**src/rtl/clock_generator_pkg.sv**
```systemverilog
// rtl/clock_generator_pkg.sv - mode encoding and reset defaults for the divided clock
package clock_generator_pkg;

   typedef enum logic [1:0] {
      MODE_FAST = 2'd0,
      MODE_SLOW = 2'd1,
      MODE_STEP = 2'd2,
      MODE_HALT = 2'd3
   } mode_t;

   localparam int CLKGEN_DEFAULT_DIVISOR = 2;

endpackage

```
**src/rtl/rising_edge_detector.sv**
```systemverilog
// rtl/rising_edge_detector.sv - one-cycle strobe on a 0->1 transition of a level input
module rising_edge_detector (
   input  logic i_clk,
   input  logic i_rst,
   input  logic i_level,
   output logic o_pulse
);

   logic r_prev;

   always_ff @(posedge i_clk or posedge i_rst) begin
      if (i_rst) begin
         r_prev <= 1'b0;
      end else begin
         r_prev <= i_level;
      end
   end

   assign o_pulse = i_level & ~r_prev;

endmodule

```
**src/rtl/clock_generator.sv**
```systemverilog
// rtl/clock_generator.sv - programmable divided clock with FAST/SLOW/STEP/HALT modes
module clock_generator
   import clock_generator_pkg::*;
#(
   parameter int DIV_WIDTH       = 8,
   parameter int SLOW_SHIFT      = 17,
   parameter int DEFAULT_DIVISOR = CLKGEN_DEFAULT_DIVISOR
) (
   input  logic                 clock_100mhz,
   input  logic                 reset,
   input  logic [1:0]           mode,
   input  logic [DIV_WIDTH-1:0] divisor,
   input  logic                 divisor_load,
   input  logic                 step_request,
   output logic                 clock_divided,
   output logic                 rise_pulse,
   output logic                 fall_pulse,
   output logic                 step_done,
   output logic [1:0]           active_mode
);

   localparam int CNT_WIDTH = DIV_WIDTH + SLOW_SHIFT;

   mode_t                r_pending_mode;
   mode_t                r_active_mode;
   logic [DIV_WIDTH-1:0] r_pending_div;
   logic [DIV_WIDTH-1:0] r_active_div;
   logic [CNT_WIDTH-1:0] r_counter;
   logic                 r_clk;
   logic                 r_rise;
   logic                 r_fall;
   logic                 r_step_done;

   logic                 w_step_edge;
   logic [DIV_WIDTH-1:0] w_div_eff;
   logic [CNT_WIDTH-1:0] w_limit_base;
   logic [CNT_WIDTH-1:0] w_limit;
   logic [CNT_WIDTH-1:0] w_last;
   logic [CNT_WIDTH-1:0] w_nxt_cnt;
   logic                 w_nxt_clk;
   logic                 w_commit;

   rising_edge_detector u_step_edge (
      .i_clk   (clock_100mhz),
      .i_rst   (reset),
      .i_level (step_request),
      .o_pulse (w_step_edge)
   );

   assign w_div_eff    = (r_active_div == '0) ? DIV_WIDTH'(1) : r_active_div;
   assign w_limit_base = CNT_WIDTH'(w_div_eff);
   assign w_limit      = (r_active_mode == MODE_SLOW) ? (w_limit_base << SLOW_SHIFT) : w_limit_base;
   assign w_last       = w_limit - CNT_WIDTH'(1);

   // Idle states (HALT, STEP with output low) commit every cycle so a new mode lands at once.
   always_comb begin
      w_nxt_clk = r_clk;
      w_nxt_cnt = r_counter;
      w_commit  = 1'b0;
      if (r_active_mode == MODE_HALT) begin
         w_nxt_clk = 1'b0;
         w_nxt_cnt = '0;
         w_commit  = 1'b1;
      end else if ((r_active_mode == MODE_STEP) && !r_clk) begin
         w_nxt_cnt = '0;
         if (w_step_edge) begin
            w_nxt_clk = 1'b1;
         end else begin
            w_commit = 1'b1;
         end
      end else if (r_counter == w_last) begin
         w_nxt_cnt = '0;
         w_nxt_clk = ~r_clk;
         w_commit  = r_clk;
      end else begin
         w_nxt_cnt = r_counter + CNT_WIDTH'(1);
      end
   end

   always_ff @(posedge clock_100mhz or posedge reset) begin
      if (reset) begin
         r_pending_mode <= MODE_FAST;
         r_active_mode  <= MODE_FAST;
         r_pending_div  <= DIV_WIDTH'(DEFAULT_DIVISOR);
         r_active_div   <= DIV_WIDTH'(DEFAULT_DIVISOR);
         r_counter      <= '0;
         r_clk          <= 1'b0;
         r_rise         <= 1'b0;
         r_fall         <= 1'b0;
         r_step_done    <= 1'b0;
      end else begin
         r_pending_mode <= mode_t'(mode);
         if (divisor_load) begin
            r_pending_div <= divisor;
         end
         // Commit reads the registered pending values, so a same-cycle load waits a boundary.
         if (w_commit) begin
            r_active_mode <= r_pending_mode;
            r_active_div  <= r_pending_div;
         end
         r_counter   <= w_nxt_cnt;
         r_clk       <= w_nxt_clk;
         r_rise      <= w_nxt_clk & ~r_clk;
         r_fall      <= ~w_nxt_clk & r_clk;
         r_step_done <= (r_active_mode == MODE_STEP) & r_clk & ~w_nxt_clk;
      end
   end

   assign clock_divided = r_clk;
   assign rise_pulse    = r_rise;
   assign fall_pulse    = r_fall;
   assign step_done     = r_step_done;
   assign active_mode   = r_active_mode;

endmodule

```
**config.mk**
```make
export PLATFORM = sky130hd
export DESIGN_NAME = clock_generator
export DESIGN_NICKNAME = d
export VERILOG_FILES = /design/src/rtl/clock_generator_pkg.sv /design/src/rtl/rising_edge_detector.sv /design/src/rtl/clock_generator.sv
export SDC_FILE = /design/constraint.sdc
export NUM_CORES = 1
export LEC_CHECK = 0
export CORE_MARGIN = 8
export CORE_UTILIZATION = 40
export DETAILED_ROUTE_END_ITERATION = 7
export HOLD_SLACK_MARGIN = 0.02
export PLACE_DENSITY_LB_ADDON = 0.2
export RECOVER_POWER = 50
export SYNTH_ARGS = -nofsm -noshare
export SYNTH_HDL_FRONTEND = slang
export SYNTH_SLANG_ARGS = --single-unit
```
**constraint.sdc**
```tcl
create_clock -name clock_100mhz -period 13.2 [get_ports clock_100mhz]
set_input_delay 3.3 -clock clock_100mhz [delete_from_list [all_inputs] [get_ports clock_100mhz]]
set_output_delay 3.3 -clock clock_100mhz [all_outputs]
set_load 0.03 [all_outputs]
```
# Yosys cells after proc, flatten, opt, wreduce, memory -nomap -nowiden
# Index checks and enable logic that the tools add are counted.
dict set report classes {
  n_addsub 2
  n_mul 0
  n_div 0
  order_cmp 0
  n_eq_ne 4
  shifts 0
  n_mux 13
  bitwise_logic 8
  n_reduce_logical 3
}
# op count
set ops {}
lappend ops {{$mux W25} 4}
lappend ops {{$add A25 B1 Y25 const B} 1}
lappend ops {{$eq A25 B25 Y1} 1}
lappend ops {{$sub A25 B1 Y25 const B} 1}
lappend ops {{$logic_not A8 Y1} 1}
lappend ops {{$mux W1} 8}
lappend ops {{$mux W8} 1}
lappend ops {{$and A1 B1 Y1} 5}
lappend ops {{$eq A2 B2 Y1 const B} 2}
lappend ops {{$not A1 Y1} 3}
lappend ops {{$eq A2 B1 Y1 const B} 1}
lappend ops {{$logic_and A1 B1 Y1} 1}
lappend ops {{$logic_not A1 Y1} 1}
dict set report totals {
  register_bits 50
  latchBits 0
  mem_bits_rw 0
  mem_bits_ro 0
  in_bits 14
  out_inout_bits 6
  word_cells 40
  mem_count 0
}

# Logic depth before layout (Yosys ltp)
dict set report logic_depth {
  word_depth 10
  ltp_mapped 21
  ltp_nobuf 17
}

# By module
# A second synthesis with hierarchy kept.
dict set report unflattened {
  hier_cells 334
  hier_area_um2 3090.5
}
# mod instances cells_per_inst area_each_um2 seq_area_each_um2
set modules_own_cells {}
lappend modules_own_cells {clock_generator 1 331 3047.9 1228.7}
lappend modules_own_cells {rising_edge_detector 1 3 42.5 25.0}

# Worst setup path before layout
# Ideal clock, no wire load.
dict set report synth_path {
  path_kind {input to register}
  start {input step_request}
  end {register r_active_mode[1], in the netlist active_mode[1]}
  setup_ps 132
  t_arrival_ps 4340
  required_ps 13068
  setup_slack_ps 8728
  path_stages 6
  path_buffers 1
  path_cell_list {nor4b_1 a21oi_1 nor2_1 a21oi_1 clkbuf_1 o21ai_0}
}
dict set report synth_between {
  elab_chain_cells 4
}
# item line_no
set synth_lines {}
lappend synth_lines {{start: declaration} clock_generator.sv:14} ;# input logic step_request,
lappend synth_lines {{$and A1 B1 Y1} rising_edge_detector.sv:19} ;# assign o_pulse = i_level & ~r_prev;
lappend synth_lines {{$mux W1} clock_generator.sv:66} ;# if (w_step_edge) begin
lappend synth_lines {{$mux W1} clock_generator.sv:64} ;# end else if ((r_active_mode == MODE_STEP) && !r_clk) begin
lappend synth_lines {{$mux W1} clock_generator.sv:60} ;# if (r_active_mode == MODE_HALT) begin
lappend synth_lines {{end signal: assignment} clock_generator.sv:98} ;# r_active_mode <= r_pending_mode;
lappend synth_lines {{end: declaration} clock_generator.sv:25} ;# mode_t r_active_mode;
# Every way passes these cells.
# A chain may end at the register's enable or synchronous reset.

==> flow_results.xml <==
<?xml version="1.0" encoding="UTF-8"?>
<metrics>
  <group name="drt">
    <metric name="drt-vias-per-instance" unit="">5.397</metric>
    <metric name="detail_route.wirelength" unit="mm">6.792</metric>
    <metric name="router_iterations_before_antenna_repair" unit="">4</metric>
    <metric name="drcViolationCount" unit="">0</metric>
    <metric name="drt.antenna.violating_nets" unit="">0</metric>
    <metric name="route.detailed.wl_per_inst" unit="um">14.73</metric>
    <metric name="drt_first_iter_violations" unit="">167</metric>
    <metric name="route.vias.total" unit="">2488</metric>
  </group>
  <group name="sta">
    <metric name="final_period_minus_worst_setup_slack" unit="ns">5.886</metric>
    <metric name="finalSetupViolations" unit="">0</metric>
    <metric name="setup-tns-final" unit="ns">0</metric>
    <metric name="fin_worst_skew" unit="ns">0.01130</metric>
    <metric name="grt_setup_unrepaired" unit="">no</metric>
    <metric name="final_critical_path_setup_slack" unit="ns">7.314</metric>
    <metric name="period_utilization" unit="%">44.59</metric>
    <metric name="timing_worst_slew_pin_value" unit="ns">2.607</metric>
    <metric name="max_freq" unit="MHz">169.9</metric>
    <metric name="hold_violations" unit="">0</metric>
    <metric name="maxSlewViolCount" unit="">51</metric>
    <metric name="final.hold.worst_slack" unit="ns">0.4764</metric>
    <metric name="slew_headroom" unit="%">-73.81</metric>
  </group>
  <group name="logic_synthesis">
    <metric name="ys_seq_area_share" unit="%">40.34</metric>
    <metric name="syn_area_per_cell" unit="um2">8.804</metric>
    <metric name="ys.warnings.count" unit="">0</metric>
    <metric name="number_of_instances_in_the_synthesized_netlist" unit="">353</metric>
    <metric name="synthFlopType" unit="">dfrtp_1</metric>
    <metric name="net_count_synth" unit="">371</metric>
    <metric name="synth-edff-count" unit="">0</metric>
    <metric name="yosysUniqueCellTypes" unit="">53</metric>
    <metric name="synthesis_stage_register_bit_count" unit="">50</metric>
    <metric name="asyncSetResetFlopFracSynth" unit="%">100.0</metric>
    <metric name="netlist_area" unit="um2">3108</metric>
  </group>
  <group name="status">
    <metric name="outcome" unit="">complete, but fails checks</metric>
    <metric name="violations_in_the_final_reports" unit="">capacitance limit, slew limit</metric>
  </group>
  <group name="final_layout">
    <metric name="most_common_library_cell_in_the_layout_ignoring_fill_and_taps" unit="">nand2_1</metric>
    <metric name="number_of_antenna_cells_inserted" unit="">0</metric>
    <metric name="finalNetCount" unit="">376</metric>
    <metric name="post_route_cells_drive_above_1_share" unit="%">8.914</metric>
    <metric name="layout.cells.most_common_list" unit="">51 x nand2_1, 48 x dfrtp_1, 40 x nor2_1, 26 x xnor2_1, 17 x nand3_1</metric>
    <metric name="areaGrowthSynthToFinish" unit="%">10.23</metric>
    <metric name="finalInstanceArea" unit="um2">3426</metric>
  </group>
  <group name="pwr">
    <metric name="maximum_vdd_drop" unit="mV">0.09857</metric>
    <metric name="cellPowerDensity" unit="nW/um2">183.9</metric>
    <metric name="power.leakage" unit="nW">1.412</metric>
  </group>
  <group name="worst_setup_path">
    <metric name="timing.critical_path.slowest_cell_delay" unit="ns">1.84</metric>
    <metric name="cp.buffers_inverters" unit="">3</metric>
    <metric name="cp_top_family" unit="">buffers and inverters</metric>
    <metric name="critPathSlowestCell" unit="">clkbuf_1</metric>
    <metric name="cp-start-kind" unit="">input port</metric>
    <metric name="worstSetupEndpointType" unit="">async pin</metric>
    <metric name="worst_ep_required_time" unit="ns">13.06</metric>
    <metric name="crit_chain" unit="">dlygate4sd3_1, clkinv_1, clkbuf_1</metric>
    <metric name="worst-setup-path-type" unit="">in -&gt; async</metric>
    <metric name="worstPathArrival" unit="ns">5.75</metric>
    <metric name="crit_fanout" unit="">50</metric>
  </group>
  <group name="clocking">
    <metric name="numCtsBuffers" unit="">5</metric>
    <metric name="number_of_gates_given_a_new_drive_strength_after_cts" unit="">0</metric>
    <metric name="cts_tree" unit="">built</metric>
    <metric name="clock_tree.root_cell" unit="">clkbuf_8</metric>
    <metric name="ctsHtreeMaxLevel" unit="">2</metric>
    <metric name="holdBufCountCts" unit="">0</metric>
    <metric name="cts.repair_timing.setup_buffer_count" unit="">0</metric>
    <metric name="path_clk_slew" unit="ns">0.09</metric>
    <metric name="cts_sinks" unit="">50</metric>
    <metric name="clock_tree.buffer_depth" unit="">2</metric>
    <metric name="worst_skew_pair.late_latency" unit="ns">0.30</metric>
  </group>
  <group name="placement">
    <metric name="detailed_place_hpwl" unit="mm">4.895</metric>
    <metric name="dpl_cell_area" unit="um2">3334</metric>
    <metric name="globalplace.congestion" unit="">0.9344</metric>
    <metric name="place.port_buffers" unit="">19</metric>
    <metric name="worst_case_setup_slack_after_placement" unit="ns">7.785</metric>
  </group>
  <group name="grt">
    <metric name="grt_start_max_net_pins" unit="">51</metric>
    <metric name="grt-ovfl-total" unit="">0</metric>
    <metric name="grt.total_usage" unit="%">12.92</metric>
    <metric name="number_of_global_route_vias_before_repair" unit="">2435</metric>
    <metric name="grt_first_pass_wirelength" unit="mm">11.76</metric>
    <metric name="antenna_found_initial" unit="">0</metric>
  </group>
  <group name="floorplanning">
    <metric name="die_w" unit="um">104.1</metric>
    <metric name="die-area" unit="um2">10850</metric>
    <metric name="floorplan.core_area" unit="um2">7647</metric>
    <metric name="fp-row-count" unit="">32</metric>
    <metric name="start_util" unit="%">40.64</metric>
    <metric name="chipHeight" unit="um">104.1</metric>
    <metric name="floorplan.io_pins" unit="">20</metric>
  </group>
  <group name="hold_path">
    <metric name="holdCritPathClass" unit="">reg -&gt; reg</metric>
  </group>
  <group name="flow_run">
    <metric name="maxCapViolations" unit="">1</metric>
  </group>
</metrics>
cell type report:
| type | count | area (um2) |
|---|---|---|
| Timing Repair Buffer | 23 | 216.5 |
| Inverter | 11 | 41.29 |
| Tap cell | 102 | 127.6 |
| Clock buffer | 7 | 86.33 |
| Fill cell | 770 | 4222 |
| Multi-Input combinational cell | 267 | 1692 |
| Sequential cell | 50 | 1254 |
| Clock inverter | 1 | 8.758 |
synth_stat cells, types with 2 or more instances:
master    number  area, um2
xnor2_1       26      227.7
inv_1         11      41.29
buf_2          4      20.02
o21ai_0       14      70.07
dfrtp_1       48       1201
a21o_1         2      15.01
nor2b_1        2      12.51
xor2_1        10      87.58
or4_1          5      37.54
nor4_4         2      42.54
ha_1           4      50.05
nand3_1       17      85.08
and2_1         3      18.77
o32ai_1        3      26.28
a22oi_1        2      15.01
mux2_2        12      135.1
buf_6          3      33.78
nor4_1         5      31.28
clkbuf_1      17      63.81
nand4_1        9      56.30
and4_1         4      35.03
dfstp_2        2      52.55
a31oi_1        3      18.77
a21oi_1        7      35.03
o41ai_1        2      17.52
nor2_1        40      150.1
nor3_1         7      35.03
nand2b_1       7      43.79
a211oi_1       2      15.01
o211ai_1       2      15.01
nand2_1       51      191.4
and3_1         6      37.54
per-stage QoR:
| step | std cells | power [mW] | util [%] |
|---|---|---|---|
| after floorplan | 353 | 0.4692 | - |
| after global placement | 453 | 0.5421 | 43.60 |
| after detailed placement | 453 | 0.5380 | 43.60 |
| after CTS | 461 | 0.6347 | 44.85 |
| after global routing | 461 | 0.6851 | 44.80 |
| final | 461 | 0.6300 | 44.80 |
flip-flops by register name, summed over array words and instances (netlist names):
name / count
r_counter: 25
r_active_div: 8
r_pending_div: 8
active_mode: 2
r_pending_mode: 2
clock_divided: 1
fall_pulse: 1
rise_pulse: 1
step_done: 1
u_step_edge.r_prev: 1
worst register-to-register path, cell delays in order, from the launching register on:
cell and delay (ns):
dfrtp_1 0.51, or4_1 0.75, nor4_4 0.29, o21ai_0 0.18, ha_1 0.33, nor2b_1 0.19, nand4_1 0.21, o21ai_0 0.11
o32ai_1 0.33, o211ai_2 0.17, nor4_4 0.25, buf_4 0.31, ha_1 0.21, inv_1 0.05, a21oi_1 0.11, nor2_1 0.05
a21oi_1 0.81, mux2_2 0.42
cell families (layout without fill, tap and decap cells):
logic type / count (synthesis) / in the layout / share of synthesized area, %
AOI/OAI and AO/OA: 50 / 50 / 11.23
xor gates and xnor gates: 36 / 36 / 10.14
adders and majority gates: 4 / 4 / 1.610
buffers and inverters: 36 / 42 / 5.233
DFF: 50 / 50 / 40.34
muxes: 12 / 12 / 4.348
and+or+nand+nor: 165 / 165 / 27.09
where the power goes:
group | internal [mW] | switching, mW | total (mW) | leakage [nW]
sequential | 0.181 | 0.0610 | 0.242 | 0.646
clock | 0.0434 | 0.0508 | 0.0942 | 0.0489
combinational | 0.126 | 0.168 | 0.294 | 0.716
total | 0.350 | 0.280 | 0.630 | 1.41
routing by layer:
layer	GRT usage (%)	part of all wire, %
met1	17.02	48
met5	0	0
met2	20.67	47
met4	4.447	1.3
met3	2.416	3.5
path summary, 6_finish.rpt:
path	from	to	slack (ns)	cells after the start
max	reset	fall_pulse	7.31	3
min	r_pending_mode[1]	active_mode[1]	0.48	2
max reg2reg	r_active_div[4]	r_active_div[6]	7.81	17
min reg2reg	r_pending_mode[1]	active_mode[1]	0.48	2
max in group clock_100mhz	r_active_div[4]	r_active_div[6]	7.81	17
min in group asynchronous	reset	r_counter[12]	4.40	3
(Power assumes the default switching activity.)
